--- config.mk ---
export PLATFORM = sky130hd
export DESIGN_NAME = sockit_spi_sff_flat
export DESIGN_NICKNAME = d
export VERILOG_FILES = /design/src/rtl/sockit_spi_sff_if.sv /design/src/rtl/sockit_spi_sff.sv /design/src/flat_wrapper.sv
export SDC_FILE = /design/constraint.sdc
export NUM_CORES = 1
export LEC_CHECK = 0
export ABC_AREA = 1
export BUFFER_PORTS_ARGS = -buffer_cell sky130_fd_sc_hd__buf_4
export CAP_MARGIN = 40
export CELL_PAD_IN_SITES_DETAIL_PLACEMENT = 0
export CELL_PAD_IN_SITES_GLOBAL_PLACEMENT = 2
export CORE_UTILIZATION = 35
export DETAILED_ROUTE_END_ITERATION = 16
export HOLD_SLACK_MARGIN = 0.15
export PLACE_DENSITY_LB_ADDON = 0.3
export SLEW_MARGIN = 20
export SYNTH_ARGS = -nofsm -noshare
export SYNTH_HDL_FRONTEND = slang
export SYNTH_SLANG_ARGS = --single-unit
--- constraint.sdc ---
create_clock -name clk -period 3.49 [get_ports clk]
set_clock_uncertainty 0.2 [all_clocks]
set_input_delay 0.5235 -clock clk [delete_from_list [all_inputs] [get_ports clk]]
set_output_delay 0.5235 -clock clk [all_outputs]
set_load 0.01 [all_outputs]
--- src/rtl/sockit_spi_sff_if.sv ---
// Request/grant streaming interface of the single-clock SPI FIFO, with
// fill-level status and the almost-empty/almost-full thresholds.
interface sockit_spi_sff_if #(
   parameter int unsigned DW    = 8,
   parameter int unsigned DEPTH = 4
);
   localparam int unsigned CW = $clog2(DEPTH + 1);

   logic [DW-1:0] sfi_dat;
   logic          sfi_req;
   logic          sfi_grt;
   logic [DW-1:0] sfo_dat;
   logic          sfo_req;
   logic          sfo_grt;
   logic [CW-1:0] thr_aem;
   logic [CW-1:0] thr_afl;
   logic [CW-1:0] lvl;
   logic          aem;
   logic          afl;

   modport master (
      output sfi_dat, sfi_req, sfo_grt, thr_aem, thr_afl,
      input  sfi_grt, sfo_dat, sfo_req, lvl, aem, afl
   );

   modport slave (
      input  sfi_dat, sfi_req, sfo_grt, thr_aem, thr_afl,
      output sfi_grt, sfo_dat, sfo_req, lvl, aem, afl
   );
endinterface

--- src/rtl/sockit_spi_sff.sv ---
// Single-clock FIFO of arbitrary depth with registered grant/request,
// fill level, programmable almost-empty/almost-full flags and a synchronous clear.
module sockit_spi_sff #(
   parameter int unsigned DW    = 8,
   parameter int unsigned DEPTH = 4,
   localparam int unsigned CW   = $clog2(DEPTH + 1)
) (
   input logic             clk,
   input logic             rst,
   input logic             clr,
   sockit_spi_sff_if.slave sf
);
   localparam int unsigned PW = $clog2(DEPTH);

   logic [DW-1:0] mem [DEPTH];
   logic [PW-1:0] wpt_q, wpt_d;
   logic [PW-1:0] rpt_q, rpt_d;
   logic [CW-1:0] lvl_q, lvl_d;
   logic          grt_q, req_q, aem_q, afl_q;
   logic          sfi_trn, sfo_trn;

   assign sfi_trn = sf.sfi_req & grt_q;
   assign sfo_trn = req_q & sf.sfo_grt;

   always_comb begin
      wpt_d = wpt_q;
      rpt_d = rpt_q;
      lvl_d = lvl_q;
      if (clr) begin
         wpt_d = '0;
         rpt_d = '0;
         lvl_d = '0;
      end else begin
         // Explicit wrap: DEPTH need not be a power of two.
         if (sfi_trn) wpt_d = (wpt_q == PW'(DEPTH - 1)) ? '0 : wpt_q + PW'(1);
         if (sfo_trn) rpt_d = (rpt_q == PW'(DEPTH - 1)) ? '0 : rpt_q + PW'(1);
         case ({sfi_trn, sfo_trn})
            2'b10:   lvl_d = lvl_q + CW'(1);
            2'b01:   lvl_d = lvl_q - CW'(1);
            default: lvl_d = lvl_q;
         endcase
      end
   end

   always_ff @(posedge clk) begin
      if (sfi_trn) mem[wpt_q] <= sf.sfi_dat;
   end

   always_ff @(posedge clk) begin
      if (rst) begin
         wpt_q <= '0;
         rpt_q <= '0;
         lvl_q <= '0;
         grt_q <= 1'b1;
         req_q <= 1'b0;
         aem_q <= 1'b1;
         afl_q <= (sf.thr_afl == '0);
      end else begin
         wpt_q <= wpt_d;
         rpt_q <= rpt_d;
         lvl_q <= lvl_d;
         grt_q <= (lvl_d != CW'(DEPTH));
         req_q <= (lvl_d != '0);
         aem_q <= (lvl_d <= sf.thr_aem);
         afl_q <= (lvl_d >= sf.thr_afl);
      end
   end

   assign sf.sfi_grt = grt_q;
   assign sf.sfo_req = req_q;
   assign sf.sfo_dat = mem[rpt_q];
   assign sf.lvl     = lvl_q;
   assign sf.aem     = aem_q;
   assign sf.afl     = afl_q;
endmodule
--- src/flat_wrapper.sv ---
// flat-port wrapper written by rule: the top's interface ports become plain ports
module sockit_spi_sff_flat 
#(
   parameter int unsigned DW    = 8,
   parameter int unsigned DEPTH = 4,
   localparam int unsigned CW   = $clog2(DEPTH + 1)
)
  (clk, rst, clr, sf_sfi_dat, sf_sfi_req, sf_sfo_grt, sf_thr_aem, sf_thr_afl, sf_sfi_grt, sf_sfo_dat, sf_sfo_req, sf_lvl, sf_aem, sf_afl);
  sockit_spi_sff_if #(.DW(DW), .DEPTH(DEPTH)) sf_i ();
  input logic clk;
  input logic rst;
  input logic clr;
  input wire logic [$bits(sf_i.sfi_dat)-1:0] sf_sfi_dat;
  input wire logic [$bits(sf_i.sfi_req)-1:0] sf_sfi_req;
  input wire logic [$bits(sf_i.sfo_grt)-1:0] sf_sfo_grt;
  input wire logic [$bits(sf_i.thr_aem)-1:0] sf_thr_aem;
  input wire logic [$bits(sf_i.thr_afl)-1:0] sf_thr_afl;
  output wire logic [$bits(sf_i.sfi_grt)-1:0] sf_sfi_grt;
  output wire logic [$bits(sf_i.sfo_dat)-1:0] sf_sfo_dat;
  output wire logic [$bits(sf_i.sfo_req)-1:0] sf_sfo_req;
  output wire logic [$bits(sf_i.lvl)-1:0] sf_lvl;
  output wire logic [$bits(sf_i.aem)-1:0] sf_aem;
  output wire logic [$bits(sf_i.afl)-1:0] sf_afl;
  assign sf_i.sfi_dat = sf_sfi_dat;
  assign sf_i.sfi_req = sf_sfi_req;
  assign sf_i.sfo_grt = sf_sfo_grt;
  assign sf_i.thr_aem = sf_thr_aem;
  assign sf_i.thr_afl = sf_thr_afl;
  assign sf_sfi_grt = sf_i.sfi_grt;
  assign sf_sfo_dat = sf_i.sfo_dat;
  assign sf_sfo_req = sf_i.sfo_req;
  assign sf_lvl = sf_i.lvl;
  assign sf_aem = sf_i.aem;
  assign sf_afl = sf_i.afl;
  sockit_spi_sff #(.DW(DW), .DEPTH(DEPTH)) u_core (.clk(clk), .rst(rst), .clr(clr), .sf(sf_i));
endmodule
# Yosys cells after proc, flatten, opt, wreduce, memory -nomap -nowiden
# Memories as Yosys holds them, arrays and structs flattened. A register that Yosys moved wholly into a read port is not among the register bits.
# Cells that the tools add are included.
dict set report totals {
  mem_bits_rw 32
  reg_bits 11
  memories 1
  inputBits 19
  out_inout_bits 15
  wordCells 33
}
# name depth word_bits read_ports rd_clocked_by_memory_dff wr line_no
set mem_list {}
lappend mem_list {u_core.mem 4 8 1 1 1 sockit_spi_sff.sv:15} ;# logic [DW-1:0] mem [DEPTH];
dict set report op_classes {
  add_sub_neg 4
  order_cmp 2
  bitwise 2
  reduce_logical 3
  muxes 9
  n_eq_ne 5
}
# op count
set op_table {}
lappend op_table {{2-bit 2-to-1 mux} 4}
lappend op_table {{2-bit == test, second input constant} 3}
lappend op_table {{3-bit one-hot mux with 2 select lines} 1}
lappend op_table {{2-bit by 1-bit adder with 2-bit output, second input constant} 2}
lappend op_table {{3-bit by 1-bit adder with 3-bit output, second input constant} 1}
lappend op_table {{3-bit >= comparator} 1}
lappend op_table {{3-bit less-or-equal comparator} 1}
lappend op_table {{3-bit zero test} 1}
lappend op_table {{1-bit 2-to-1 mux} 3}
lappend op_table {{3-bit 2-to-1 mux} 1}
lappend op_table {{3-bit != test, second input constant} 1}
lappend op_table {{3-bit nonzero test} 1}
lappend op_table {{3-bit by 1-bit subtractor with 3-bit output, second input constant} 1}
lappend op_table {{1-bit bitwise AND} 2}
lappend op_table {{2-bit by 1-bit == test with 1-bit output, second input constant} 1}
lappend op_table {{2-bit OR reduction} 1}

# Logic depth before layout (Yosys ltp)
# Gate-level depths: netlist of the first run.
dict set report logic_depth {
  word_depth 6
  mapped_depth 13
  ltp_nobuf 13
}

# Least setup slack after synthesis of the first run
# Ideal clock, no wire load.
dict set report synth_timing {
  path_kind {input-to-reg}
  from {input sf_sfi_req}
  to {register u_core.afl_q, in the netlist u_core.sf.afl}
  arrival_ns 2.282
  stages 10
  required_time_ns 3.168
  setup_time_ns 0.122
  path_slack_ns 0.887
  path_buffers 0
  cell_sequence {nand2_1 > ha_1 > fa_1 > or2_0 > nand3_1 > inv_1 > ha_1 > a21boi_0 > o21ai_0 > a21oi_1}
}
dict set report synth_via {
  elab_chain_len 6
  word_cells_on_any_way 7
  cone_classes {order compare (1); eq/ne (2); mux (3); bitwise (1)}
}
# element line_no
set synth_lines {}
lappend synth_lines {{from (decl)} flat_wrapper.sv:14} ;# input wire logic [$bits(sf_i.sfi_req)-1:0] sf_sfi_req;
lappend synth_lines {{1-bit bitwise AND *} sockit_spi_sff.sv:22} ;# assign sfi_trn = sf.sfi_req & grt_q;
lappend synth_lines {{2-bit by 1-bit == test with 1-bit output / 2-bit == test (equally long branches)} sockit_spi_sff.sv:37} ;# case ({sfi_trn, sfo_trn})
lappend synth_lines {{3-bit one-hot mux with 2 select lines *} sockit_spi_sff.sv:37}
lappend synth_lines {{3-bit 2-to-1 mux *} sockit_spi_sff.sv:29} ;# if (clr) begin
lappend synth_lines {{net u_core.lvl_d[1]} sockit_spi_sff.sv:18} ;# logic [CW-1:0] lvl_q, lvl_d;
lappend synth_lines {{3-bit >= comparator *} sockit_spi_sff.sv:65} ;# afl_q <= (lvl_d >= sf.thr_afl);
lappend synth_lines {{1-bit 2-to-1 mux *} sockit_spi_sff.sv:50} ;# if (rst) begin
lappend synth_lines {{to (signal assigned)} sockit_spi_sff.sv:57} ;# afl_q <= (sf.thr_afl == '0);
lappend synth_lines {{to (signal assigned)} sockit_spi_sff.sv:65}
lappend synth_lines {{to (decl)} sockit_spi_sff.sv:19} ;# logic grt_q, req_q, aem_q, afl_q;
# Mark *: on every way through the listed nets, which the timed path passes. The rest lies on a longest branch.
# A chain may end at the register's enable or synchronous reset.

# Final worst setup path of the first run
dict set report layout_timing {
  from {register u_core.grt_q, in the netlist u_core.sf.sfi_grt}
  to {register u_core.aem_q, in the netlist u_core.sf.aem}
}
dict set report layout_via {
  elab_chain_len 5
  word_cells_on_any_way 6
  cone_classes {order compare (1); eq/ne (2); mux (2); bitwise (1)}
}
# element line_no
set layout_lines {}
lappend layout_lines {{from (decl)} sockit_spi_sff.sv:19}
lappend layout_lines {{from (signal assigned)} sockit_spi_sff.sv:62} ;# grt_q <= (lvl_d != CW'(DEPTH));
lappend layout_lines {{1-bit bitwise AND *} sockit_spi_sff.sv:22}
lappend layout_lines {{2-bit by 1-bit == test with 1-bit output / 2-bit == test (equally long branches)} sockit_spi_sff.sv:37}
lappend layout_lines {{3-bit one-hot mux with 2 select lines *} sockit_spi_sff.sv:37}
lappend layout_lines {{3-bit 2-to-1 mux *} sockit_spi_sff.sv:29}
lappend layout_lines {{net u_core.lvl_d[2]} sockit_spi_sff.sv:18}
lappend layout_lines {{3-bit less-or-equal comparator *} sockit_spi_sff.sv:64} ;# aem_q <= (lvl_d <= sf.thr_aem);
lappend layout_lines {{to (signal assigned)} sockit_spi_sff.sv:64}
lappend layout_lines {{to (decl)} sockit_spi_sff.sv:19}
# Marks and branches as above.

==> qor.yml, run 1 <==
die_area_mm2: 0.00584
place_area_mm2: 0.00225
ctsResizeCount: 0
fp-row-count: 26
rsz0062_at_grt: "false"
vias: 1355
die_y_um: 76.4
dp_hpwl_um: 2790
outcome: "complete, no violations"
synthArstFlopShare_pct: 0
met1_usage_pct: 17.9
cp.arrival_ns: 2.71
synth_area_per_cell_um2: 11.0
grt_pass1_vias: 1341
grt_util_met3_pct: 2.87
viasPerCell: 4.69
cp-end-kind: "flip-flop"
numCtsBuffers: 5
cap_violations: 0
synth_cells: 176
ir_worst_vdd_mv: 0.233
yosysMostFrequentCell: "edfxtp_1"
netlist_top_cells_area: "edfxtp_1 (50%), dfxtp_1 (13%), ha_1 (7.7%)"
synthesis.area_mm2: 0.00194
worst_skew_pair.late_latency_ns: 0.29
required_ns: 3.53
grt_max_degree: 18
post_cts_buffers: 0
drcViolationCount: 0
ys_seq_elements: 45
final_area_mm2: 0.00236
place_inst: 277
syn_to_final_growth_pct: 21.9
synth_top_cell_by_area: "edfxtp_1"
antenna_left: 0
num_io_pins: 34
yosys_warnings: 0
yosys-top-cells-count: "edfxtp_1 (32), nor2_1 (30), inv_1 (24), nand2_1 (15), o21ai_0 (15)"
syn-num-nets: 208
slew_headroom_pct: 60.1
busiest_layer: "met2"
cts_tree: "built"
seq_area_frac_synth_pct: 63.0
start_util_pct: 37.0
yosysUniqueCellTypes: 21
nets: 250
period_minus_slack_ns: 2.67
antenna_found_initial: 0
routedWlPerCell_um: 13.6
period_share_pct: 76.6
overflow: 0
htreeDepth: 2
hold_class: "in2reg"
fin_hold_ws_ns: 0.222
ctsHoldBuffers: 0
final.setup.tns_ns: 0
io_buffers: 33
wirelength_um: 3930
use_met2_pct: 23.0
grt_pass1_wl_um: 6320
synth_flop_cell: "edfxtp_1"
coreArea_mm2: 0.00524
fillCellCount: 516
clock-sinks: 45
die_w_um: 76.4
leakage_nw: 0.999
worstSetupPathType: "reg2reg"
finalSetupViolCount: 0
finalHoldViolations: 0
grtUsageTotal_pct: 14.3
antennaDiodeCount: 0
slew_violations: 0
finalWorstSetupSlack_ns: 0.817
crit_path_max_fanout: 9
clk_pin_slew_worst_paths_ns: 0.08
fin_cells: 289
firstDrtPassIters: 4
drtIter0Drc: 60
cts_root_buf: "clkbuf_8"
worstMarginPinSlew_ns: 0.598
worstSetupStartpointType: "flip-flop"
synth_edf_count: 32
gp_congestion: 0.821
layout-drive-gt1-share_pct: 21.5
timing.fmax_mhz: 374
detailedPlace.worstSlack_ns: 0.515
clock_path_buffers: 2
yosys.area.top_type_share_pct: 49.5
p_per_area_mw_per_mm2: 431
## kinds of logic after synthesis
| group | synth area share, % |
|---|---|
| AO/OA/AOI/OAI | 11.0 |
| AND/OR/NAND/NOR | 11.2 |
| buffers and inverters | 6.00 |
| flip-flops | 63.0 |
| adder cells (fa/ha/maj) | 8.77 |
## path summary, 6_finish.rpt
kind	endpoint	from	slack (ns)	cells after the start
setup / recovery	u_core.sf.aem$_SDFF_PP1_	u_core.sf.sfi_grt$_SDFF_PP1_	0.82	12
hold / removal	u_core.sf.lvl[1]$_SDFF_PP0_	rst	0.22	2
setup reg to reg	u_core.sf.aem$_SDFF_PP1_	u_core.sf.sfi_grt$_SDFF_PP1_	0.82	12
hold reg to reg	flip-flop	u_core.rpt_q[1]$_SDFFE_PP0P_	0.30	2
## metrics by stage
stage	utilization, %	total power, W
after floorplan	-	0.000673
after global placement	43.0	0.000726
after CTS	44.6	0.00102
after global routing	45.1	0.00107
final	45.1	0.00102
after detailed placement	43.0	0.000731
## critical path, cell delays in order, from the launching register on
cell,delay [ns]
dfxtp_1,0.33
nand2_1,0.17
ha_1,0.29
fa_1,0.42
nand2_1,0.10
nand2_1,0.07
nor2_1,0.09
nor2_1,0.04
nor2_1,0.27
ha_1,0.33
a21oi_1,0.13
o21ai_0,0.10
nand3_1,0.08
## per-layer routing
| metal | routed length, um | vias to the layer above |
|---|---|---|
| met2 | 1930 | 28 |
| met1 | 1740 | 636 |
| met3 | 178 | 7 |
| met4 | 74 | 0 |
| li1 | - | 684 |
| met5 | 0 | - |
## final cells by class
class / instances / area [um2] / area share (%)
Multi-Input combinational cell: 104 / 602 / 25.5
Tap cell: 70 / 87.6 / 3.71
Timing Repair Buffer: 37 / 278 / 11.8
Sequential cell: 45 / 1220 / 51.7
Clock inverter: 3 / 12.5 / 0.529
Clock buffer: 5 / 68.8 / 2.91
Inverter: 25 / 93.8 / 3.97
## registers in the layout (all words and copies together), names as in the netlist, named ones only
register           count
u_core.mem            32
u_core.rpt_q           2
u_core.sf.aem          1
u_core.sf.afl          1
u_core.sf.lvl          3
u_core.sf.sfi_grt      1
u_core.sf.sfo_req      1
u_core.wpt_q           2
## where the power goes
group          switching (W)  total [W]  internal, W  leakage, nW
clock               0.000163   0.000298     0.000135       0.0430
combinational      0.0000652   0.000120    0.0000549        0.556
sequential        0.00000896   0.000599     0.000590        0.400
total               0.000238    0.00102     0.000780        0.999
## layout by cell type (no fill, tap or decap), drive strengths merged
master,count
ha,12
o22ai,8
nand4,2
or2,1
dfxtp,13
fa,1
a21oi,7
clkinv,3
edfxtp,32
o21ai,19
nor3,1
inv,25
o21bai,1
a211oi,1
a21boi,1
clkbuf,5
nand3,5
buf,37
nand2,15
nor2,30
No activity file was read; power rests on OpenSTA's default activity.
==> inputs of run 2 (changes only) <==
CORE_UTILIZATION = 32   (was 35)
clock period = 2.4 ns   (was 3.49 ns; I/O delays follow)
==> run 2 against run 1 <==
Against the previous run:
- non-clock buffer count is 21 higher
- via count increased by 6.1%
- fmax increased by 15%
- wire length grew 5.0%
- hold slack lost 0.061 ns
- die area increased by 9.1%
- global-route usage decreased by 0.20 points
- utilization increased by 0.71 points
==> qor.yml, run 2 (synthesis results as in run 1) <==
cp.arrival_ns: 2.32  # was 2.71 ns
wirelength_um: 4130  # was 3930 um
fp-row-count: 27  # was 26
antenna_found_initial: 0  # unchanged
path_buf_inv: 2  # was 0
htreeDepth: 2  # unchanged
largest_reg_flops: 32  # unchanged
finalSetupViolCount: 0  # unchanged
io_buffers: 33  # unchanged
slew_headroom_pct: 73.1  # was 60.1%
finalHoldViolations: 0  # unchanged
worst_skew_pair.late_latency_ns: 0.29  # about the same
clock-sinks: 45  # unchanged
post_cts_buffers: 0  # unchanged
overflow: 0  # unchanged
timing.fmax_mhz: 430  # was 374 MHz
cp_top_family: "adder cells"  # unchanged
slowest_delay_ns: 0.42  # about the same
routedWlPerCell_um: 13.2  # was 13.6 um
clock_path_buffers: 2  # unchanged
slew_violations: 0  # unchanged
top_register: "u_core.mem"  # unchanged
hold_class: "in2reg"  # unchanged
num_io_pins: 34  # unchanged
vias: 1437  # was 1,355
crit_path_max_fanout: 2  # was 9
syn_to_final_growth_pct: 34.1  # was 21.9%
cp_slowest_cell: "fa_2"  # was fa_1
cp-end-kind: "flip-flop"  # unchanged
die_area_mm2: 0.00638  # was 0.00584 mm2
finalWorstSetupSlack_ns: 0.0722  # was 0.817 ns
start_util_pct: 34.2  # was 37.0%
final_common_cell: "buf_4"  # unchanged
cts_tree: "built"  # unchanged
clk_pin_slew_worst_paths_ns: 0.09  # was 0.08 ns
outcome: "complete, no violations"  # unchanged
p_per_area_mw_per_mm2: 597  # was 431 mW/mm2
period_share_pct: 97.0  # was 76.6%
ir_worst_vdd_mv: 0.266  # was 0.233 mV
viasPerCell: 4.61  # was 4.69
fillCellCount: 537  # was 516
worstSetupStartpointType: "flip-flop"  # unchanged
die_w_um: 79.9  # was 76.4 um
rrSetupSlack_ns: 0.07  # was 0.82 ns
cap_violations: 0  # unchanged
crit_top_cell: "inv_2"
final.setup.tns_ns: 0  # unchanged
detailedPlace.worstSlack_ns: -0.167  # was 0.515 ns
leakage_nw: 1.09  # was 0.999 nW
dp_hpwl_um: 2970  # was 2790 um
required_ns: 2.39  # was 3.53 ns
crit_chain: "nand2_1, inv_2, ha_4, fa_2, or2_1, nand3_2, inv_2, ha_1, a21boi_2, o21ai_1, a21oi_1"  # was nand2_1, ha_1, fa_1, nand2_1, nand2_1, nor2_1, nor2_1, nor2_1, ha_1, a21oi_1, o21ai_0, nand3_1
antennaDiodeCount: 0  # unchanged
layout-drive-gt1-share_pct: 30.4  # was 21.5%
period_minus_slack_ns: 2.33  # was 2.67 ns
die_y_um: 79.9  # was 76.4 um
drtIter0Drc: 75  # was 60
grt_max_degree: 17  # was 18
worstMarginPinSlew_ns: 0.402  # was 0.598 ns
grt_pass1_wl_um: 6670  # was 6320 um
grt_pass1_vias: 1367  # was 1,341
numCtsBuffers: 5  # unchanged
cts_root_buf: "clkbuf_8"  # unchanged
worstSetupPathType: "reg2reg"  # unchanged
mostFrequentLayoutCells: "buf_4 (49), edfxtp_1 (32), nor2_1 (29), inv_1 (22)"  # was buf_4 (37), edfxtp_1 (32), nor2_1 (30), inv_1 (24)
coreArea_mm2: 0.00568  # was 0.00524 mm2
nets: 271  # was 250
drcViolationCount: 0  # unchanged
antenna_left: 0  # unchanged
gp_congestion: 0.731  # was 0.821
firstDrtPassIters: 4  # unchanged
grtUsageTotal_pct: 14.1  # was 14.3%
seqCellArea_mm2: 0.00122  # about the same
multi_input_area_um2: 646  # was 602 um2
run 2: power by group:
part	leakage [nW]	internal [W]	switching, W
logic	0.648	0.000109	0.000108
clock network	0.0445	0.000207	0.000259
registers	0.400	0.000859	0.0000117
run 2: layout make-up:
cell class / instances / share of cell area, %
flip-flops and latches: 45 / 47.0
multi-input cells: 104 / 24.8
repair buffers: 58 / 17.6
inverters: 25 / 3.61
well taps: 72 / 3.46
clock buffers: 5 / 2.65
clock inverters: 3 / 0.818
run 2: worst min-delay path: cells and delay by family:
kind / cells / cell delay (ns)
AND/OR/NAND/NOR: 1 / 0.05
buffers and inverters: 1 / 0.08
AO/OA/AOI/OAI: 2 / 0.11
run 2: per-layer routing:
layer | up-vias | part of all wire [%] | track usage, %
li1 | 730 | - | -
met1 | 672 | 46 | 17.7
met2 | 31 | 50 | 24.0
met3 | 4 | 3.2 | 3.54
met4 | 0 | 0.73 | 3.75
met5 | - | 0 | 0
run 2: per-stage QoR:
stage          cells  hold WS, ns  util, %  total power [W]  cell area (um2)
2_1_floorplan    176        0.232        -         0.000979             1940
3_3_place_gp     295        0.271     41.9          0.00108             2380
3_5_place_dp     295        0.279     41.9          0.00108             2380
4_1_cts          312        0.158     45.1          0.00155             2560
5_1_grt          312        0.205     45.8          0.00163             2600
6_report         312        0.161     45.8          0.00155             2600
run 2: worst paths after layout:
path	endpoint	cells after the start	startpoint
worst max-delay path	u_core.sf.afl$_DFF_P_	11	u_core.sf.sfo_req$_SDFF_PP0_
worst min-delay path	u_core.wpt_q[1]$_SDFFE_PP0P_	4	clr
worst max register to register	u_core.sf.afl$_DFF_P_	11	u_core.sf.sfo_req$_SDFF_PP0_
worst min register to register	u_core.rpt_q[1]$_SDFFE_PP0P_	2	u_core.rpt_q[1]$_SDFFE_PP0P_
run 2: timing repair:
action                                 in CTS  in global routing
cloned                                      0                  0
hold buffers                                9                  0
setup endpoints to repair                   2                  2
endpoints found under the hold margin      34                  0
pin swaps                                   1                  5
resized for setup                           3                 12
